[src/rtl/vga_mode_pkg.sv]
// Shared types, register map and the per-mode timing programme for vga_mode_seq.
// Each table row is the full 10-write sequence: disable, eight timing registers, enable.
package vga_mode_pkg;

    localparam int MODE_COUNT = 4;
    localparam int SEQ_LEN    = 10;
    localparam logic [3:0] LAST_IDX = 4'd9;

    localparam logic [11:0] REG_CTRL   = 12'h000;
    localparam logic [11:0] REG_H_ACT  = 12'h010;
    localparam logic [11:0] REG_H_FP   = 12'h014;
    localparam logic [11:0] REG_H_SYNC = 12'h018;
    localparam logic [11:0] REG_H_BP   = 12'h01C;
    localparam logic [11:0] REG_V_ACT  = 12'h020;
    localparam logic [11:0] REG_V_FP   = 12'h024;
    localparam logic [11:0] REG_V_SYNC = 12'h028;
    localparam logic [11:0] REG_V_BP   = 12'h02C;

    localparam logic [1:0] ERR_NONE     = 2'd0;
    localparam logic [1:0] ERR_RESP     = 2'd1;
    localparam logic [1:0] ERR_TIMEOUT  = 2'd2;
    localparam logic [1:0] ERR_READBACK = 2'd3;

    typedef enum logic [2:0] {
        S_IDLE, S_WR, S_WRESP, S_RD, S_RDATA, S_NEXT, S_DONE, S_ERR
    } seq_state_t;

    typedef enum logic [1:0] {P_IDLE, P_ADDR, P_RESP} wr_phase_t;

    typedef struct packed {
        logic [15:0] h_act, h_fp, h_sync, h_bp, v_act, v_fp, v_sync, v_bp;
    } timing_t;

    typedef struct packed {
        logic [11:0] addr;
        logic [31:0] data;
    } reg_wr_t;

    typedef reg_wr_t [SEQ_LEN-1:0] mode_row_t;
    typedef mode_row_t [MODE_COUNT-1:0] mode_table_t;

    localparam timing_t T_640X480  = '{16'd640,  16'd16,  16'd96,  16'd48,  16'd480, 16'd10, 16'd2, 16'd33};
    localparam timing_t T_800X600  = '{16'd800,  16'd40,  16'd128, 16'd88,  16'd600, 16'd1,  16'd4, 16'd23};
    localparam timing_t T_1024X768 = '{16'd1024, 16'd24,  16'd136, 16'd160, 16'd768, 16'd3,  16'd6, 16'd29};
    localparam timing_t T_1280X720 = '{16'd1280, 16'd110, 16'd40,  16'd220, 16'd720, 16'd5,  16'd5, 16'd20};

    function automatic mode_row_t build_row(input timing_t t);
        mode_row_t r;
        r[0] = '{REG_CTRL,   32'd0};
        r[1] = '{REG_H_ACT,  {16'd0, t.h_act}};
        r[2] = '{REG_H_FP,   {16'd0, t.h_fp}};
        r[3] = '{REG_H_SYNC, {16'd0, t.h_sync}};
        r[4] = '{REG_H_BP,   {16'd0, t.h_bp}};
        r[5] = '{REG_V_ACT,  {16'd0, t.v_act}};
        r[6] = '{REG_V_FP,   {16'd0, t.v_fp}};
        r[7] = '{REG_V_SYNC, {16'd0, t.v_sync}};
        r[8] = '{REG_V_BP,   {16'd0, t.v_bp}};
        r[9] = '{REG_CTRL,   32'd1};
        return r;
    endfunction

    // Element [0] is mode 0 (least significant slice of the packed table).
    localparam mode_table_t MODE_TABLE = {build_row(T_1280X720), build_row(T_1024X768),
                                          build_row(T_800X600),  build_row(T_640X480)};

endpackage

[src/rtl/vga_axil_wr_single.sv]
// One AXI4-Lite write: AW and W raised together and released independently, then B.
// A handshake that stalls for TIMEOUT cycles in either phase aborts and drops every valid/ready.
module vga_axil_wr_single
    import vga_mode_pkg::*;
#(
    parameter int TIMEOUT = 1024
)
(
    input  logic        aclk,
    input  logic        areset,
    input  logic        start,
    input  logic [11:0] addr,
    input  logic [31:0] data,
    output logic        accepted,
    output logic        resp_ok,
    output logic        resp_err,
    output logic        timeout,
    output logic [11:0] ctrl_awaddr,
    output logic        ctrl_awvalid,
    input  logic        ctrl_awready,
    output logic [31:0] ctrl_wdata,
    output logic [3:0]  ctrl_wstrb,
    output logic        ctrl_wvalid,
    input  logic        ctrl_wready,
    input  logic [1:0]  ctrl_bresp,
    input  logic        ctrl_bvalid,
    output logic        ctrl_bready
);
    localparam int CW = (TIMEOUT > 2) ? $clog2(TIMEOUT) : 1;
    localparam logic [CW-1:0] CNT_MAX = CW'(TIMEOUT - 1);

    wr_phase_t     phase_reg;
    logic [CW-1:0] cnt_reg;
    logic          awvalid_reg, wvalid_reg, bready_reg;
    logic [11:0]   awaddr_reg;
    logic [31:0]   wdata_reg;
    logic          aw_pend, w_pend;

    always_comb begin
        aw_pend  = awvalid_reg && !ctrl_awready;
        w_pend   = wvalid_reg && !ctrl_wready;
        accepted = (phase_reg == P_ADDR) && !aw_pend && !w_pend;
        resp_ok  = (phase_reg == P_RESP) && ctrl_bvalid && (ctrl_bresp == 2'b00);
        resp_err = (phase_reg == P_RESP) && ctrl_bvalid && (ctrl_bresp != 2'b00);
        // A handshake completing on the last allowed cycle still wins over the abort.
        timeout  = (cnt_reg == CNT_MAX) &&
                   (((phase_reg == P_ADDR) && !accepted) || ((phase_reg == P_RESP) && !ctrl_bvalid));
    end

    always_ff @(posedge aclk) begin
        if (areset) begin
            phase_reg   <= P_IDLE;
            cnt_reg     <= '0;
            awvalid_reg <= 1'b0;
            wvalid_reg  <= 1'b0;
            bready_reg  <= 1'b0;
            awaddr_reg  <= '0;
            wdata_reg   <= '0;
        end else begin
            case (phase_reg)
                P_IDLE: if (start) begin
                    phase_reg   <= P_ADDR;
                    awvalid_reg <= 1'b1;
                    wvalid_reg  <= 1'b1;
                    awaddr_reg  <= addr;
                    wdata_reg   <= data;
                    cnt_reg     <= '0;
                end
                P_ADDR: begin
                    awvalid_reg <= aw_pend;
                    wvalid_reg  <= w_pend;
                    if (accepted) begin
                        phase_reg  <= P_RESP;
                        bready_reg <= 1'b1;
                        cnt_reg    <= '0;
                    end else if (timeout) begin
                        phase_reg   <= P_IDLE;
                        awvalid_reg <= 1'b0;
                        wvalid_reg  <= 1'b0;
                    end else begin
                        cnt_reg <= cnt_reg + 1'b1;
                    end
                end
                P_RESP: begin
                    if (ctrl_bvalid || timeout) begin
                        phase_reg  <= P_IDLE;
                        bready_reg <= 1'b0;
                    end else begin
                        cnt_reg <= cnt_reg + 1'b1;
                    end
                end
                default: phase_reg <= P_IDLE;
            endcase
        end
    end

    assign ctrl_awaddr  = awaddr_reg;
    assign ctrl_awvalid = awvalid_reg;
    assign ctrl_wdata   = wdata_reg;
    assign ctrl_wstrb   = 4'hF;
    assign ctrl_wvalid  = wvalid_reg;
    assign ctrl_bready  = bready_reg;

endmodule

[src/rtl/vga_mode_seq.sv]
// Reprograms the vga timing registers from the mode table: disable, 8 timing writes, enable.
// Optional readback-verify of each write is enabled by defining VGA_MODE_SEQ_READBACK_EN.
module vga_mode_seq
    import vga_mode_pkg::*;
#(
    parameter int NUM_MODES = MODE_COUNT,
    parameter int TIMEOUT   = 1024
)
(
    input  logic                         aclk,
    input  logic                         areset,
    input  logic                         req_valid,
    output logic                         req_ready,
    input  logic [$clog2(NUM_MODES)-1:0] req_mode,
    output logic                         busy,
    output logic                         done,
    output logic                         err,
    output logic [1:0]                   err_code,
    output logic [11:0]                  ctrl_awaddr,
    output logic                         ctrl_awvalid,
    input  logic                         ctrl_awready,
    output logic [31:0]                  ctrl_wdata,
    output logic [3:0]                   ctrl_wstrb,
    output logic                         ctrl_wvalid,
    input  logic                         ctrl_wready,
    input  logic [1:0]                   ctrl_bresp,
    input  logic                         ctrl_bvalid,
    output logic                         ctrl_bready,
    output logic [11:0]                  ctrl_araddr,
    output logic                         ctrl_arvalid,
    input  logic                         ctrl_arready,
    input  logic [31:0]                  ctrl_rdata,
    input  logic [1:0]                   ctrl_rresp,
    input  logic                         ctrl_rvalid,
    output logic                         ctrl_rready
);
    seq_state_t                   state_reg, state_next;
    logic [$clog2(NUM_MODES)-1:0] mode_reg, tbl_mode;
    logic [3:0]                   idx_reg, tbl_idx;
    logic [1:0]                   err_code_reg, err_code_next;
    logic                         wr_start, wr_accepted, wr_resp_ok, wr_resp_err, wr_timeout;
    reg_wr_t                      wr_entry, cur_entry;

    // In IDLE the lookup uses the incoming request so the first write launches on the accept edge.
    always_comb begin
        tbl_mode = (state_reg == S_IDLE) ? req_mode : mode_reg;
        tbl_idx  = idx_reg;
        if (state_reg == S_IDLE)
            tbl_idx = 4'd0;
        else if (state_reg == S_NEXT && idx_reg != LAST_IDX)
            tbl_idx = idx_reg + 4'd1;
    end

    assign wr_entry  = MODE_TABLE[tbl_mode][tbl_idx];
    assign cur_entry = MODE_TABLE[mode_reg][idx_reg];

`ifdef VGA_MODE_SEQ_READBACK_EN
    localparam int CW = (TIMEOUT > 2) ? $clog2(TIMEOUT) : 1;
    localparam logic [CW-1:0] RD_CNT_MAX = CW'(TIMEOUT - 1);
    logic [CW-1:0] rd_cnt_reg;
    logic          rd_timeout;

    assign rd_timeout = (rd_cnt_reg == RD_CNT_MAX);

    always_ff @(posedge aclk) begin
        if (areset || state_next != state_reg)
            rd_cnt_reg <= '0;
        else
            rd_cnt_reg <= rd_cnt_reg + 1'b1;
    end

    assign ctrl_arvalid = (state_reg == S_RD);
    assign ctrl_araddr  = cur_entry.addr;
    assign ctrl_rready  = (state_reg == S_RDATA);
`else
    logic unused_rd;
    assign unused_rd    = ^{ctrl_arready, ctrl_rdata, ctrl_rresp, ctrl_rvalid};
    assign ctrl_arvalid = 1'b0;
    assign ctrl_araddr  = 12'h000;
    assign ctrl_rready  = 1'b0;
`endif

    always_comb begin
        state_next    = state_reg;
        err_code_next = err_code_reg;
        wr_start      = 1'b0;
        case (state_reg)
            S_IDLE: if (req_valid) begin
                state_next    = S_WR;
                err_code_next = ERR_NONE;
                wr_start      = 1'b1;
            end
            S_WR: begin
                if (wr_accepted) state_next = S_WRESP;
                else if (wr_timeout) begin
                    state_next    = S_ERR;
                    err_code_next = ERR_TIMEOUT;
                end
            end
            S_WRESP: begin
                if (wr_resp_err) begin
                    state_next    = S_ERR;
                    err_code_next = ERR_RESP;
                end else if (wr_resp_ok) begin
`ifdef VGA_MODE_SEQ_READBACK_EN
                    state_next = (idx_reg == LAST_IDX) ? S_NEXT : S_RD;
`else
                    state_next = S_NEXT;
`endif
                end else if (wr_timeout) begin
                    state_next    = S_ERR;
                    err_code_next = ERR_TIMEOUT;
                end
            end
`ifdef VGA_MODE_SEQ_READBACK_EN
            S_RD: begin
                if (ctrl_arready) state_next = S_RDATA;
                else if (rd_timeout) begin
                    state_next    = S_ERR;
                    err_code_next = ERR_TIMEOUT;
                end
            end
            S_RDATA: begin
                if (ctrl_rvalid) begin
                    if (ctrl_rresp != 2'b00) begin
                        state_next    = S_ERR;
                        err_code_next = ERR_RESP;
                    end else if (ctrl_rdata != cur_entry.data) begin
                        state_next    = S_ERR;
                        err_code_next = ERR_READBACK;
                    end else begin
                        state_next = S_NEXT;
                    end
                end else if (rd_timeout) begin
                    state_next    = S_ERR;
                    err_code_next = ERR_TIMEOUT;
                end
            end
`endif
            S_NEXT: begin
                if (idx_reg == LAST_IDX) state_next = S_DONE;
                else begin
                    state_next = S_WR;
                    wr_start   = 1'b1;
                end
            end
            default: state_next = S_IDLE;
        endcase
    end

    always_ff @(posedge aclk) begin
        if (areset) begin
            state_reg    <= S_IDLE;
            mode_reg     <= '0;
            idx_reg      <= '0;
            err_code_reg <= ERR_NONE;
        end else begin
            state_reg    <= state_next;
            err_code_reg <= err_code_next;
            if (state_reg == S_IDLE && req_valid) begin
                mode_reg <= req_mode;
                idx_reg  <= 4'd0;
            end else if (state_reg == S_NEXT) begin
                idx_reg <= tbl_idx;
            end
        end
    end

    vga_axil_wr_single #(.TIMEOUT(TIMEOUT)) u_wr (
        .aclk         (aclk),
        .areset       (areset),
        .start        (wr_start),
        .addr         (wr_entry.addr),
        .data         (wr_entry.data),
        .accepted     (wr_accepted),
        .resp_ok      (wr_resp_ok),
        .resp_err     (wr_resp_err),
        .timeout      (wr_timeout),
        .ctrl_awaddr  (ctrl_awaddr),
        .ctrl_awvalid (ctrl_awvalid),
        .ctrl_awready (ctrl_awready),
        .ctrl_wdata   (ctrl_wdata),
        .ctrl_wstrb   (ctrl_wstrb),
        .ctrl_wvalid  (ctrl_wvalid),
        .ctrl_wready  (ctrl_wready),
        .ctrl_bresp   (ctrl_bresp),
        .ctrl_bvalid  (ctrl_bvalid),
        .ctrl_bready  (ctrl_bready)
    );

    assign req_ready = (state_reg == S_IDLE);
    assign busy      = !(state_reg inside {S_IDLE, S_DONE, S_ERR});
    assign done      = (state_reg == S_DONE);
    assign err       = (state_reg == S_ERR);
    assign err_code  = err_code_reg;

endmodule

[config.mk]
export PLATFORM = sky130hd
export DESIGN_NAME = vga_mode_seq
export DESIGN_NICKNAME = d
export VERILOG_FILES = /design/src/rtl/vga_mode_pkg.sv /design/src/rtl/vga_axil_wr_single.sv /design/src/rtl/vga_mode_seq.sv
export SDC_FILE = /design/constraint.sdc
export NUM_CORES = 1
export LEC_CHECK = 0
export BUFFER_PORTS_ARGS = -buffer_cell sky130_fd_sc_hd__buf_2
export CORE_UTILIZATION = 51
export DETAILED_ROUTE_END_ITERATION = 16
export HOLD_SLACK_MARGIN = 0.05
export PLACE_DENSITY = 0.82
export SLEW_MARGIN = 20
export SYNTH_ARGS = -nofsm -noshare
export SYNTH_HDL_FRONTEND = slang
export SYNTH_SLANG_ARGS = --single-unit
export TNS_END_PERCENT = 20
[constraint.sdc]
create_clock -name aclk -period 3.41 [get_ports aclk]
set_clock_uncertainty 0.1 [all_clocks]
set_input_delay 0.341 -clock aclk [delete_from_list [all_inputs] [get_ports aclk]]
set_output_delay 0.341 -clock aclk [all_outputs]
set_load 0.005 [all_outputs]
==> reports/metrics.csv <==
stage,metric,value,unit
global_route,grt_pass1_wl,12300,um
synthesis,synth_flop_cell,dfxtp_1,
synthesis,synthMuxAreaShare,0.00960,
global_route,grt_pass1_vias,2687,
sta,setup_ws,0.544,ns
global_route,grt-ovfl-total,0,
floorplan,rows,28,
clocking,clk_path_buf_depth,2,
critical_path,cp_cell_sequence,or3_1 > inv_2 > nand2_1 > nand2_1 > inv_1 > ha_1 > nand3_1 > o21ai_0 > or4b_1 > a21oi_1,
finish,layout-drive-gt1-share,0.136,
flow_run,drv_cap,0,
critical_path,crit_family,simple AND/OR/NAND/NOR gates,
sta,hold_viol_final,0,
routing,ant_nets,0,
clocking,post_cts_buffers,0,
clocking,htreeDepth,2,
critical_path,critPathKind,register to register,
critical_path,max_stage_delay,0.51,ns
clocking,cts_root_buffer,clkbuf_8,
critical_path,end_kind,register,
placement,portBuffers,33,
sta,worst_pin_slew,0.706,ns
synthesis,synthTopCellsByArea,"dfxtp_1 25%, buf_4 11%, ha_1 6.5%",
floorplan,die_h,81.9,um
floorplan,die_area,6710,um2
sta,setup_viol,0,
run_status,status,"finished, final reports clean",
pwr,vdd_ir_drop_max,0.200,mV
clocking,numCtsBuffers,5,
sta,tns,0,ns
critical_path,path_buf_inv,2,
critical_path,slowest_stage,or4b_1,
synthesis,synthXorXnorAreaFrac,0.0188,
critical_path,critPathArrivalTime,2.99,ns
placement,gp_congestion,0.985,
finish,fin_nets,518,
min_path,hp-class,primary input to register,
synthesis,seq_area_frac_synth,0.252,
routing,first_iter_violations,260,
floorplan,core_area,6030,um2
global_route,grt_max_degree,40,
global_route,antenna_found_initial,0,
finish,syn_to_final_growth,4.91,%
pwr,cellLeakagePower,0.00143,uW
synthesis,synth_compound_area_frac,0.248,
pwr,pwr-share-seq,0.446,
synthesis,syn_area_per_cell,7.62,um2
synthesis,synth-simple-area-share,0.245,
sta,maxSlewHeadroom,0.517,
clocking,cts_resized,0,
finish,largest_reg_flops,11,
sta,period_needed,2.87,ns
routing,drt_pass1_iterations,4,
pwr,switchingPower,347,uW
finish,n_antenna_cell,0,
pwr,switching_share,0.302,
routing,vias_per_cell,5.89,
sta,fin_crit_sh,0.841,
routing,drcViolationCount,0,
synthesis,ys_warn_count,0,
floorplan,start_util,0.541,
finish,final_common_cell,conb_1,
clocking,clk_pin_slew,0.08,ns
synthesis,synth-adder-area-share,0.0653,
synthesis,synth.distinct_cells,67,
critical_path,crit_top_cell,nand2_1,
synthesis,synthCells,428,
sta,rsz0062_at_grt,false,
placement,dp_slack,0.632,ns
placement,dpl.hpwl,5410,um
pwr,p_comb_frac,0.222,
floorplan,ios,117,
pwr,intPower,802,uW
synthesis,synth_top_area_cell,dfxtp_1,
synthesis,yosysTopAreaCellShare,0.252,
finish,mostFrequentLayoutCells,"47 x conb_1, 41 x dfxtp_1, 40 x a21oi_1, 33 x buf_2, 31 x nor2_1",
critical_path,startpoint_type,register,
pwr,powerDensity,336,nW/um2
global_route,grt.total_usage,0.235,
critical_path,required,3.53,ns
pwr,p_clk_frac,0.332,
critical_path,crit_fanout,15,
clocking,cts_hold_buffers,0,
clocking,clock_latency,0.29,ns
routing,num_vias,3121,
synthesis,netlist_area,3260,um2
sta,fmax,0.349,GHz
finish,fill_cells,564,
synthesis,synth_edf_count,0,
finish,final_util,0.567,
clocking,clock_sinks,41,
synthesis,async_flop_share,0,
floorplan,die_w,81.9,um
clocking,cts_tree,done,
routing,wl_per_cell,14.2,um
routing,drt-total-wl,7530,um
synthesis,synth_top_family_by_area,compound AO/OA/AOI/OAI gates,
synthesis,ys_ff_latch,41,
sta,slew_violations,0,
## Yosys cell counts (7+ instances only)
cell,n
buf_4,47
dfxtp_1,41
a21oi_1,40
nor2_1,31
o21ai_0,29
nand2_1,27
ha_1,17
inv_1,16
and3_1,12
clkbuf_1,12
nand3_1,10
buf_2,9
a31oi_1,8
or3_1,8
nand4_1,7
nor3_1,7
## metal layers
metal,up-vias,wire (um),global-route usage
met5,-,0,0
met3,17,542,0.0344
met2,159,3490,0.389
met4,0,144,0.0912
met1,1446,3350,0.306
li1,1499,-,-
## per-stage QoR
| stage | total power (uW) | instances | hold WS (ns) | instance area [um2] |
|---|---|---|---|---|
| 3_5_place_dp | 771 | 523 | 0.335 | 3320 |
| 5_1_grt | 1210 | 530 | 0.211 | 3420 |
| 2_1_floorplan | 736 | 473 | 0.337 | 3430 |
| 3_3_place_gp | 763 | 523 | 0.329 | 3320 |
| 6_report | 1150 | 530 | 0.187 | 3420 |
| 4_1_cts | 1150 | 530 | 0.187 | 3420 |
## power groups by stage
stage	clock (uW)	combinational, uW	sequential [uW]
floorplan	0	217	519
global placement	0	241	522
detailed placement	0	247	523
CTS	390	250	512
global route	412	283	516
finish	381	254	512
## final timing paths
| path | start | to | slack [ns] | cells after the start |
|---|---|---|---|---|
| worst min-delay path | req_mode[0] | mode_reg[0]$_SDFFE_PP0P_ | 0.19 | 3 |
| worst max register to register | state_reg[1]$_SDFFE_PP0N_ | u_wr.ctrl_wdata[0]$_SDFFE_PP0P_ | 0.54 | 10 |
| worst max-delay path | state_reg[1]$_SDFFE_PP0N_ | u_wr.ctrl_wdata[0]$_SDFFE_PP0P_ | 0.54 | 10 |
| worst min register to register | err_code[1]$_SDFFE_PP0P_ | err_code[1]$_SDFFE_PP0P_ | 0.35 | 2 |
## logic make-up (layout without fill, tap and decap cells)
kind of cell / Yosys count / count (layout)
AND/OR/NAND/NOR: 144 / 144
buffers and inverters: 86 / 68
AO/OA/AOI/OAI: 128 / 128
flip-flops: 41 / 41
adder cells (fa/ha/maj): 17 / 17
multiplexers: 3 / 3
XOR/XNOR: 7 / 7
other: 2 / 47
## worst register-to-register path, stage by stage, from the launching register on
cell	delay [ns]
dfxtp_1	0.43
or3_1	0.45
inv_2	0.20
nand2_1	0.08
nand2_1	0.26
inv_1	0.14
ha_1	0.30
nand3_1	0.12
o21ai_0	0.09
or4b_1	0.51
a21oi_1	0.14
## layout make-up
type	count	area (um2)	area share
Clock buffer	5	68.8	0.0201
Clock inverter	2	35.0	0.0102
Inverter	17	63.8	0.0187
Multi-Input combinational cell	346	2090	0.611
Sequential cell	41	821	0.240
Tap cell	75	93.8	0.0274
Timing Repair Buffer	44	248	0.0724
No activity file was read; power rests on OpenSTA's default activity.
